File: src/rtl/nibble_serial_adder_pkg.sv
// rtl/nibble_serial_adder_pkg.sv - shared states, nibble width and clog2 helper for the nibble-serial adder
package nibble_serial_adder_pkg;

   localparam int NIBBLE_W = 4;

   typedef enum logic [1:0] {
      ST_IDLE = 2'd0,
      ST_RUN  = 2'd1,
      ST_DONE = 2'd2
   } state_e;

   function automatic int clog2(input int value);
      int r;
      r = 0;
      while ((1 << r) < value) r = r + 1;
      return r;
   endfunction

endpackage

File: src/rtl/fa_4bits.sv
// rtl/fa_4bits.sv - 4-bit ripple-carry adder slice shared by every nibble pass
module fa_4bits (
   input  logic [3:0] i0,
   input  logic [3:0] i1,
   input  logic       cin,
   output logic [3:0] sum,
   output logic       cout
);

   logic [4:0] c;

   always_comb begin
      sum  = '0;
      c    = '0;
      c[0] = cin;
      for (int i = 0; i < 4; i++) begin
         sum[i]   = i0[i] ^ i1[i] ^ c[i];
         c[i + 1] = (i0[i] & i1[i]) | (c[i] & (i0[i] ^ i1[i]));
      end
      cout = c[4];
   end

endmodule

File: src/rtl/nibble_serial_adder.sv
// rtl/nibble_serial_adder.sv - WIDTH-bit add/subtract done one nibble per cycle through one fa_4bits
module nibble_serial_adder
   import nibble_serial_adder_pkg::*;
#(
   parameter int WIDTH = 16
) (
   input  logic             clk,
   input  logic             rst_n,
   input  logic             start,
   input  logic             op_sub,
   input  logic             cin,
   input  logic [WIDTH-1:0] a,
   input  logic [WIDTH-1:0] b,
   output logic             busy,
   output logic             done,
   output logic [WIDTH-1:0] sum,
   output logic             cout,
   output logic             ovf
);

   localparam int NIB   = WIDTH / NIBBLE_W;
   localparam int CNT_W = (clog2(NIB) < 1) ? 1 : clog2(NIB);

   state_e             state_q, state_d;
   logic [CNT_W-1:0]   cnt_q, cnt_d;
   logic [WIDTH-1:0]   a_sh_q, a_sh_d;
   logic [WIDTH-1:0]   b_sh_q, b_sh_d;
   logic [WIDTH-1:0]   sum_sh_q, sum_sh_d;
   logic [WIDTH-1:0]   sum_q, sum_d;
   logic               carry_q, carry_d;
   logic               cout_q, cout_d;
   logic               ovf_q, ovf_d;

   logic [3:0]         nib_sum;
   logic               nib_cout;
   logic               last_nib;

   fa_4bits u_fa (
      .i0   (a_sh_q[3:0]),
      .i1   (b_sh_q[3:0]),
      .cin  (carry_q),
      .sum  (nib_sum),
      .cout (nib_cout)
   );

   assign last_nib = (cnt_q == CNT_W'(NIB - 1));

   always_comb begin
      state_d  = state_q;
      cnt_d    = cnt_q;
      a_sh_d   = a_sh_q;
      b_sh_d   = b_sh_q;
      sum_sh_d = sum_sh_q;
      sum_d    = sum_q;
      carry_d  = carry_q;
      cout_d   = cout_q;
      ovf_d    = ovf_q;
      case (state_q)
         ST_IDLE: begin
            if (start) begin
               // Subtract is a + ~b + 1: invert B up front and seed the carry with 1.
               a_sh_d  = a;
               b_sh_d  = op_sub ? ~b : b;
               carry_d = op_sub ? 1'b1 : cin;
               cnt_d   = '0;
               state_d = ST_RUN;
            end
         end
         ST_RUN: begin
            sum_sh_d = {nib_sum, sum_sh_q[WIDTH-1:NIBBLE_W]};
            a_sh_d   = a_sh_q >> NIBBLE_W;
            b_sh_d   = b_sh_q >> NIBBLE_W;
            carry_d  = nib_cout;
            if (last_nib) begin
               // The top nibble is in the slice now, so bit 3 of each operand is the sign bit.
               cnt_d   = '0;
               sum_d   = sum_sh_d;
               cout_d  = nib_cout;
               ovf_d   = (a_sh_q[3] == b_sh_q[3]) && (nib_sum[3] != a_sh_q[3]);
               state_d = ST_DONE;
            end else begin
               cnt_d = cnt_q + 1'b1;
            end
         end
         ST_DONE: state_d = ST_IDLE;
         default: state_d = ST_IDLE;
      endcase
   end

   always_ff @(posedge clk or negedge rst_n) begin
      if (!rst_n) begin
         state_q  <= ST_IDLE;
         cnt_q    <= '0;
         a_sh_q   <= '0;
         b_sh_q   <= '0;
         sum_sh_q <= '0;
         sum_q    <= '0;
         carry_q  <= 1'b0;
         cout_q   <= 1'b0;
         ovf_q    <= 1'b0;
      end else begin
         state_q  <= state_d;
         cnt_q    <= cnt_d;
         a_sh_q   <= a_sh_d;
         b_sh_q   <= b_sh_d;
         sum_sh_q <= sum_sh_d;
         sum_q    <= sum_d;
         carry_q  <= carry_d;
         cout_q   <= cout_d;
         ovf_q    <= ovf_d;
      end
   end

   assign busy = (state_q != ST_IDLE);
   assign done = (state_q == ST_DONE);
   assign sum  = sum_q;
   assign cout = cout_q;
   assign ovf  = ovf_q;

endmodule

File: config.mk
export PLATFORM = sky130hd
export DESIGN_NAME = nibble_serial_adder
export DESIGN_NICKNAME = d
export VERILOG_FILES = /design/src/rtl/nibble_serial_adder_pkg.sv /design/src/rtl/fa_4bits.sv /design/src/rtl/nibble_serial_adder.sv
export SDC_FILE = /design/constraint.sdc
export NUM_CORES = 1
export LEC_CHECK = 0
export ABC_AREA = 1
export CORE_UTILIZATION = 52
export CTS_CLUSTER_DIAMETER = 200
export DETAILED_ROUTE_END_ITERATION = 6
export PLACE_DENSITY = 0.82
export SETUP_SLACK_MARGIN = 0.4
export SLEW_MARGIN = 0
export SYNTH_ARGS = -nofsm -noshare
export SYNTH_HDL_FRONTEND = slang
export SYNTH_SLANG_ARGS = --single-unit
File: constraint.sdc
create_clock -name clk -period 3.3 [get_ports clk]
set_clock_uncertainty 0.2 [all_clocks]
set_input_delay 0.495 -clock clk [delete_from_list [all_inputs] [get_ports clk]]
set_output_delay 0.495 -clock clk [all_outputs]
set_load 0.005 [all_outputs]
==> tab_implementation.tex, run 1 <==
\begin{tabular}{lr}
\hline
Metric & Value \\
\hline
\multicolumn{2}{l}{\textbf{Run status}} \\
\quad Run status & finished, final reports clean \\
\multicolumn{2}{l}{\textbf{Clocking}} \\
\quad TritonCTS clock tree & done \\
\quad Resized Gates After CTS & 0 \\
\quad Num CTS Buffers & 9 \\
\quad CTS sink count & 67 \\
\quad Buffer cell driving the clock tree root & sky130\_fd\_sc\_hd\_\_clkbuf\_8 \\
\quad Count of hold buffers inserted by post-cts repair & 0 \\
\quad Insertion delay of the later-clocked pin in the worst-skew pair & 0.35 ns \\
\quad Maximum level of the CTS H-tree & 3 \\
\quad Clock Pin Slew Worst Setup and Hold Paths & 0.07 ns \\
\quad Maximum clock insertion buffer count & 2 \\
\quad Count of buffers added by post-CTS timing repair for setup & 0 \\
\multicolumn{2}{l}{\textbf{Placed design}} \\
\quad Sum of net half-perimeters after detailed placement & 4090 um \\
\quad Post-placement cell count & 486 \\
\quad Post-placement cell area & 3690 um2 \\
\quad Routability congestion estimate from global placement & 0.766 \\
\quad DP Worst Slack & 0.763 ns \\
\quad Input/output buffers & 56 \\
\multicolumn{2}{l}{\textbf{Drt}} \\
\quad DR iter-0 viols & 134 \\
\quad \# DRC & 0 \\
\quad Routed len/inst & 12.4 um \\
\quad Post-route ant nets & 0 \\
\quad Sum of routed wire length over all layers & 6240 um \\
\quad 1st-pass router iterations & 5 \\
\quad Via count & 2623 \\
\quad Ratio of routed vias to standard cells & 5.23 \\
\multicolumn{2}{l}{\textbf{Timing}} \\
\quad Shortest clock period the worst path allows after layout & 2.54 ns \\
\quad Worst Hold Margin & 0.0228 ns \\
\quad Worst path setup slack after routing & 0.759 ns \\
\quad Setup repair after global routing missed its margin & no \\
\quad Maximum clock frequency & 0.394 GHz \\
\quad Setup-failing EPs final & 0 \\
\quad Sum of negative setup slack & 0 ns \\
\quad Count of pins over their slew limit & 0 \\
\quad Number of hold violations in the final report & 0 \\
\quad Least-Margin Pin Slew & 0.875 ns \\
\quad Max-Slew Margin vs Limit & 0.415 \\
\quad Tcrit/Tclk final & 0.770 \\
\multicolumn{2}{l}{\textbf{Floorplanning}} \\
\quad Row count & 27 \\
\quad Overall die height & 79.8 um \\
\quad Starting Density & 0.555 \\
\quad Area of the die & 6370 um2 \\
\quad Ports placed on the boundary & 57 \\
\quad Die X-Extent & 79.8 um \\
\quad Total core area & 5680 um2 \\
\multicolumn{2}{l}{\textbf{Setup path}} \\
\quad Required time at the endpoint of the critical path & 3.34 ns \\
\quad Max stage delay cell, worst path & sky130\_fd\_sc\_hd\_\_fa\_1 \\
\quad First element of the critical path & a\_sh\_q[0] \\
\quad Worst path arrival time & 2.59 ns \\
\quad Worst setup path category & register to register \\
\quad Critical Path Source Type & register \\
\quad Slack of the worst reg-to-reg path & 0.76 ns \\
\quad Worst r2r path cells & 11 \\
\quad Critical path endpoint category & register \\
\quad Terminus of the critical flop-to-flop path & ovf \\
\quad Crit-path max FO & 4 \\
\quad Reg2reg start & a\_sh\_q[0] \\
\quad End point of the critical path & ovf \\
\quad Delay of the slowest critical-path stage & 0.46 ns \\
\quad Cell Chain, Critical Path & fa\_1, inv\_1, fa\_1, inv\_1, fa\_1, inv\_1, fa\_1, inv\_1, a21oi\_1, nand3\_1, nand2\_1 \\
\multicolumn{2}{l}{\textbf{Layout}} \\
\quad Fin util & 0.693 \\
\quad Summed area of non-filler cells in the final layout & 3930 um2 \\
\quad Non-filler cells in the finished layout & 502 \\
\quad Diodes inserted & 0 \\
\quad Layout Nets & 468 \\
\quad Synth-to-Final Area Change & 24.9\% \\
\quad Share of layout cells above drive strength 1 & 0.0605 \\
\multicolumn{2}{l}{\textbf{Logic synthesis}} \\
\quad Most common cell in the synthesized netlist & sky130\_fd\_sc\_hd\_\_nand2\_1 \\
\quad Top cell type by total area after synthesis & sky130\_fd\_sc\_hd\_\_dfrtp\_1 \\
\quad Top post-synthesis cells by area & sky130\_fd\_sc\_hd\_\_dfrtp\_1 53\%, sky130\_fd\_sc\_hd\_\_nand2\_1 15\%, sky130\_fd\_sc\_hd\_\_nand3\_1 12\% \\
\quad Asr flop ratio synth & 1.00 \\
\quad Synthesis-stage register bit count & 67 \\
\quad Number of flops mapped to enable cells by yosys & 0 \\
\quad Mapped cell area & 3150 um2 \\
\quad Area fraction of the dominant cell type after synthesis & 0.532 \\
\quad Commonest cells in the netlist & 126 x sky130\_fd\_sc\_hd\_\_nand2\_1, 74 x sky130\_fd\_sc\_hd\_\_nand3\_1, 67 x sky130\_fd\_sc\_hd\_\_dfrtp\_1, 35 x sky130\_fd\_sc\_hd\_\_inv\_1, 17 x sky130\_fd\_sc\_hd\_\_o21ai\_0 \\
\quad Number of cells produced by synthesis & 376 \\
\quad Most frequently used flop master after synthesis & sky130\_fd\_sc\_hd\_\_dfrtp\_1 \\
\quad Synthesized area per cell & 8.38 um2 \\
\quad Yosys warning total & 0 \\
\quad Post-Syn Nets & 419 \\
\quad Sequential element share of the synthesized area & 0.532 \\
\quad Number of library cell types mapped by synthesis & 20 \\
\multicolumn{2}{l}{\textbf{Power and ir drop}} \\
\quad Peak VDD IR & 0.000630 V \\
\quad PD cells & 875 nW/um2 \\
\quad Post-layout power & 3.44 mW \\
\quad Leakage dissipation & 1.96 nW \\
\multicolumn{2}{l}{\textbf{GRT}} \\
\quad Aggregate global-route resource usage & 0.222 \\
\quad Maximum number of pins on one net before global-route repair & 54 \\
\quad Initial antenna violation count & 0 \\
\quad Global-route wire length before repair & 10700 um \\
\quad Via count of the first global-routing pass & 2440 \\
\quad Total gr overflow & 0 \\
\multicolumn{2}{l}{\textbf{Flow run}} \\
\quad Max cap viols & 0 \\
\multicolumn{2}{l}{\textbf{Min path}} \\
\quad Worst Hold Class & primary input to async pin \\
\hline
\end{tabular}
metal layers:
| metal | wire length [um] | track usage |
|---|---|---|
| met1 | 2710 | 0.283 |
| met2 | 3120 | 0.362 |
| met3 | 282 | 0.0549 |
| met4 | 128 | 0.0929 |
| met5 | 0 | 0 |
where the power goes:
| part | total, mW | switching [mW] | internal (mW) |
|---|---|---|---|
| registers | 1.37 | 0.201 | 1.17 |
| clock network | 0.826 | 0.306 | 0.520 |
| logic | 1.25 | 0.716 | 0.533 |
| total | 3.44 | 1.22 | 2.22 |
worst min-delay path by stage:
| stage | endpoint | cells past startpoint | start |
|---|---|---|---|
| 2_1_floorplan | a_sh_q[0] | 0 | rst_n |
| 3_3_place_gp | sum[4] | 2 | sum[4] |
| 3_5_place_dp | sum_sh_q[13] | 2 | sum_sh_q[13] |
| 4_1_cts | sum[2] | 1 | rst_n |
| 5_1_grt | sum[0] | 1 | rst_n |
| 6_report | sum[2] | 1 | rst_n |
state kept, by name, summed over array words and instances (netlist names):
register  cells
a_sh_q       16
b_sh_q       16
carry_q       1
cnt_q         2
cout          1
ovf           1
state_q       2
sum          16
sum_sh_q     12
logic make-up (layout without fill, tap and decap cells):
| family | count (synthesis) | count (layout) | share of synthesized area |
|---|---|---|---|
| xor+xnor | 4 | 4 | 0.0111 |
| compound gates | 32 | 32 | 0.0512 |
| simple gates | 209 | 209 | 0.284 |
| buf+inv | 58 | 112 | 0.0882 |
| fa+ha+maj | 6 | 6 | 0.0334 |
| flops | 67 | 67 | 0.532 |
area by class of cell:
class	count	area (um2)
clock buffer	11	141
clock inverter	5	100
fill	474	1740
inverter	37	139
multi-input combinational	251	1200
sequential	67	1680
tap	72	90.1
timing repair buffer	59	591
cells in the final DEF, fill, tap and decap left out, drive strengths merged:
cell type / Yosys / routed
a21oi: 1 / 1
buf: 20 / 4
bufinv: 0 / 3
clkbuf: 1 / 11
clkdlybuf4s50: 0 / 55
clkinv: 0 / 2
dfrtp: 67 / 67
fa: 4 / 4
ha: 2 / 2
inv: 37 / 37
nand2: 129 / 129
nand3: 74 / 74
nor2: 6 / 6
o21ai: 30 / 30
o22ai: 1 / 1
xor2: 4 / 4
worst max-delay path, delay by kind of cell (launching register included):
family / cells / cell delay (ns)
adders and majority gates: 4 / 1.38
buffers and inverters: 4 / 0.29
DFF: 1 / 0.41
AOI/OAI and AO/OA: 1 / 0.06
and+or+nand+nor: 2 / 0.12
Power figures use the tool's default switching activity.
==> inputs of run 2 (changes only) <==
--- a/config.mk
+++ b/config.mk
@@ -6,10 +6,10 @@
 export NUM_CORES = 1
 export LEC_CHECK = 0
 export ABC_AREA = 1
-export CORE_UTILIZATION = 52
+export CORE_UTILIZATION = 47
 export CTS_CLUSTER_DIAMETER = 200
 export DETAILED_ROUTE_END_ITERATION = 6
-export PLACE_DENSITY = 0.82
+export PLACE_DENSITY = 0.79
 export SETUP_SLACK_MARGIN = 0.4
 export SLEW_MARGIN = 0
 export SYNTH_ARGS = -nofsm -noshare
==> constraint.sdc (replaced) <==
create_clock -name clk -period 2.29 [get_ports clk]
set_clock_uncertainty 0.2 [all_clocks]
set_input_delay 0.3435 -clock clk [delete_from_list [all_inputs] [get_ports clk]]
set_output_delay 0.3435 -clock clk [all_outputs]
set_load 0.005 [all_outputs]
==> run 2 against run 1 <==
Net effect: the run now ends with design-rule violations, negative setup slack left; first-iteration DRC count decreased by 1.5%; routed wire length increased by 7.5%; global-route usage is 0.75 points lower; design area increased by 2.8%; critical endpoint unchanged; highest routed layer unchanged.
==> tab_implementation.tex, run 2 (same netlist as run 1, synthesis figures left out) <==
\begin{tabular}{lr}
\hline
Metric & Value \\
\hline
\multicolumn{2}{l}{\textbf{Placed design}} \\
\quad Post-placement cell count & 498 (was 486) \\
\quad Post-placement cell area & 3770 um2 (was 3690 um2) \\
\quad Routability congestion estimate from global placement & 0.813 (was 0.766) \\
\quad Input/output buffers & 56 (unchanged) \\
\quad Sum of net half-perimeters after detailed placement & 4600 um (was 4090 um) \\
\quad DP Worst Slack & -0.174 ns (was 0.763 ns) \\
\multicolumn{2}{l}{\textbf{Layout}} \\
\quad Summed area of non-filler cells in the final layout & 4040 um2 (was 3930 um2) \\
\quad Share of layout cells above drive strength 1 & 0.104 (was 0.0605) \\
\quad Non-filler cells in the finished layout & 520 (was 502) \\
\quad Leading cell type in the layout, fill and taps excluded & sky130\_fd\_sc\_hd\_\_nand2\_1 (unchanged) \\
\quad Fin util & 0.630 (was 0.693) \\
\quad Layout Nets & 481 (was 468) \\
\quad Number of fill cells in the layout & 582 (was 474) \\
\quad Most frequent cells in the layout & 126 x sky130\_fd\_sc\_hd\_\_nand2\_1, 72 x sky130\_fd\_sc\_hd\_\_nand3\_1, 65 x sky130\_fd\_sc\_hd\_\_dfrtp\_1, 53 x sky130\_fd\_sc\_hd\_\_clkdlybuf4s50\_1, 31 x sky130\_fd\_sc\_hd\_\_inv\_1 (was 126 x sky130\_fd\_sc\_hd\_\_nand2\_1, 74 x sky130\_fd\_sc\_hd\_\_nand3\_1, 67 x sky130\_fd\_sc\_hd\_\_dfrtp\_1, 55 x sky130\_fd\_sc\_hd\_\_clkdlybuf4s50\_1, 35 x sky130\_fd\_sc\_hd\_\_inv\_1) \\
\quad Diodes inserted & 0 (unchanged) \\
\quad Synth-to-Final Area Change & 28.4\% (was 24.9\%) \\
\multicolumn{2}{l}{\textbf{Setup path}} \\
\quad Slack of the worst reg-to-reg path & -0.16 ns (was 0.76 ns) \\
\quad Reg2reg start & a\_sh\_q[0] (unchanged) \\
\quad Terminus of the critical flop-to-flop path & ovf (unchanged) \\
\quad Crit-path max FO & 4 (unchanged) \\
\quad Required time at the endpoint of the critical path & 2.32 ns (was 3.34 ns) \\
\quad Max stage delay cell, worst path & sky130\_fd\_sc\_hd\_\_fa\_2 (was sky130\_fd\_sc\_hd\_\_fa\_1) \\
\quad Worst setup path category & register to register (unchanged) \\
\quad Critical Path Source Type & register (unchanged) \\
\quad Cell Chain, Critical Path & fa\_2, inv\_2, fa\_2, inv\_2, fa\_2, inv\_2, fa\_2, inv\_1, a21oi\_1, nand3\_1, nand2\_1 (was fa\_1, inv\_1, fa\_1, inv\_1, fa\_1, inv\_1, fa\_1, inv\_1, a21oi\_1, nand3\_1, nand2\_1) \\
\quad Worst r2r path cells & 11 (unchanged) \\
\quad Delay of the slowest critical-path stage & 0.45 ns (was 0.46 ns) \\
\quad Critical path endpoint category & register (unchanged) \\
\quad Crit path top cell by count & sky130\_fd\_sc\_hd\_\_fa\_2 \\
\quad Worst path arrival time & 2.48 ns (was 2.59 ns) \\
\multicolumn{2}{l}{\textbf{Clocking}} \\
\quad Maximum level of the CTS H-tree & 3 (unchanged) \\
\quad Clock Pin Slew Worst Setup and Hold Paths & 0.07 ns (about the same) \\
\quad Maximum clock insertion buffer count & 2 (unchanged) \\
\quad CTS sink count & 67 (unchanged) \\
\quad Buffer cell driving the clock tree root & sky130\_fd\_sc\_hd\_\_clkbuf\_8 (unchanged) \\
\quad Insertion delay of the later-clocked pin in the worst-skew pair & 0.34 ns (was 0.35 ns) \\
\quad Num CTS Buffers & 9 (unchanged) \\
\quad TritonCTS clock tree & done (unchanged) \\
\multicolumn{2}{l}{\textbf{Min path}} \\
\quad Destination of the worst hold path & ovf \\
\quad Worst Hold Class & register to register (was primary input to async pin) \\
\quad Hold-critical path depth & 2 \\
\quad Worst Min Path Start & ovf \\
\multicolumn{2}{l}{\textbf{Floorplanning}} \\
\quad Die X-Extent & 83.9 um (was 79.8 um) \\
\quad Ports placed on the boundary & 57 (unchanged) \\
\quad Overall die height & 83.9 um (was 79.8 um) \\
\quad Area of the die & 7040 um2 (was 6370 um2) \\
\quad Total core area & 6420 um2 (was 5680 um2) \\
\quad Starting Density & 0.491 (was 0.555) \\
\quad Row count & 29 (was 27) \\
\multicolumn{2}{l}{\textbf{Drt}} \\
\quad \# DRC & 12 (was 0) \\
\quad Ratio of routed vias to standard cells & 5.17 (was 5.23) \\
\quad Sum of routed wire length over all layers & 6710 um (was 6240 um) \\
\quad 1st-pass router iterations & 7 (was 5) \\
\quad Post-route ant nets & 0 (unchanged) \\
\quad Routed len/inst & 12.9 um (was 12.4 um) \\
\quad DR iter-0 viols & 132 (was 134) \\
\quad Via count & 2688 (was 2623) \\
\multicolumn{2}{l}{\textbf{Timing}} \\
\quad Sum of negative setup slack & -0.385 ns (was 0 ns) \\
\quad Tcrit/Tclk final & 1.07 (was 0.770) \\
\quad Least-Margin Pin Slew & 0.514 ns (was 0.875 ns) \\
\quad Max-Slew Margin vs Limit & 0.656 (was 0.415) \\
\quad Count of pins over their slew limit & 0 (unchanged) \\
\quad Setup repair after global routing missed its margin & yes (was no) \\
\quad Maximum clock frequency & 0.408 GHz (was 0.394 GHz) \\
\quad Worst path setup slack after routing & -0.162 ns (was 0.759 ns) \\
\quad Number of hold violations in the final report & 0 (unchanged) \\
\quad Worst Hold Margin & 0.288 ns (was 0.0228 ns) \\
\quad Setup-failing EPs final & 3 (was 0) \\
\quad Shortest clock period the worst path allows after layout & 2.45 ns (was 2.54 ns) \\
\multicolumn{2}{l}{\textbf{Power and ir drop}} \\
\quad PD cells & 1250 nW/um2 (was 875 nW/um2) \\
\quad Post-layout power & 5.04 mW (was 3.44 mW) \\
\quad Peak VDD IR & 0.000506 V (was 0.000630 V) \\
\quad Leakage dissipation & 2.02 nW (was 1.96 nW) \\
\multicolumn{2}{l}{\textbf{Run status}} \\
\quad Failing checks & design-rule violations, negative setup slack \\
\quad Run status & complete, but fails checks (was finished, final reports clean) \\
\multicolumn{2}{l}{\textbf{GRT}} \\
\quad Total gr overflow & 0 (unchanged) \\
\quad Aggregate global-route resource usage & 0.215 (was 0.222) \\
\quad Maximum number of pins on one net before global-route repair & 68 (was 54) \\
\quad Via count of the first global-routing pass & 2657 (was 2440) \\
\quad Global-route wire length before repair & 11800 um (was 10700 um) \\
\quad Initial antenna violation count & 0 (unchanged) \\
\multicolumn{2}{l}{\textbf{Flow run}} \\
\quad Max cap viols & 0 (unchanged) \\
\hline
\end{tabular}
## run 2: cell count changes in the layout (fill, tap and decap cells not counted), sizes merged
| cell | change |
|---|---|
| clkinv | -2 |
| dlygate4sd2 | +1 |
| buf | +12 |
| bufinv | -1 |
| clkbuf | +3 |
| dlymetal6s2s | +1 |
| clkdlybuf4s50 | -2 |
| dlygate4sd3 | +1 |
## run 2: worst max-delay path by stage
stage | from | end | slack, ns | cells past startpoint
finish | a_sh_q[0] | ovf | -0.16 | 11
global route | a_sh_q[0] | ovf | -0.26 | 11
CTS | a_sh_q[0] | ovf | -0.15 | 11
detailed placement | carry_q | ovf | -0.17 | 11
global placement | carry_q | ovf | -0.14 | 11
floorplan | carry_q | ovf | -0.09 | 11
## run 2: final cells by class
cell class              instances  area, um2  share of cell area
clock inverters                 2       60.1              0.0149
flip-flops and latches         67       1680               0.415
clock buffers                  14        143              0.0353
inverters                      37        141              0.0350
multi-input cells             251       1220               0.301
repair buffers                 72        708               0.175
well taps                      77       96.3              0.0238
## run 2: power by group
part	total (mW)	switching [mW]	internal, mW
Sequential	1.97	0.286	1.69
Clock	1.04	0.420	0.616
Combinational	2.03	1.10	0.927
## run 2: worst max-delay path, delay by kind of cell, from the launching register on
family          cells  cell delay (ns)
simple gates        2             0.12
buf+inv             4             0.23
flops               1             0.40
fa+ha+maj           4             1.34
compound gates      1             0.05
## run 2: what timing repair did
item,CTS,global route
endpoints found under the hold margin,67,0
hold buffers,1,0
pin swaps,5,1
setup buffers,2,3
setup endpoints to repair,9,8
resized for setup,9,2
## run 2: per-layer routing
metal  wire length [um]  global-route usage  vias up
li1                   -                   -     1318
met1               2920               0.256     1278
met2               3280               0.361       74
met3                312              0.0366       18
met4                198               0.133        0
met5                  0                   0        -
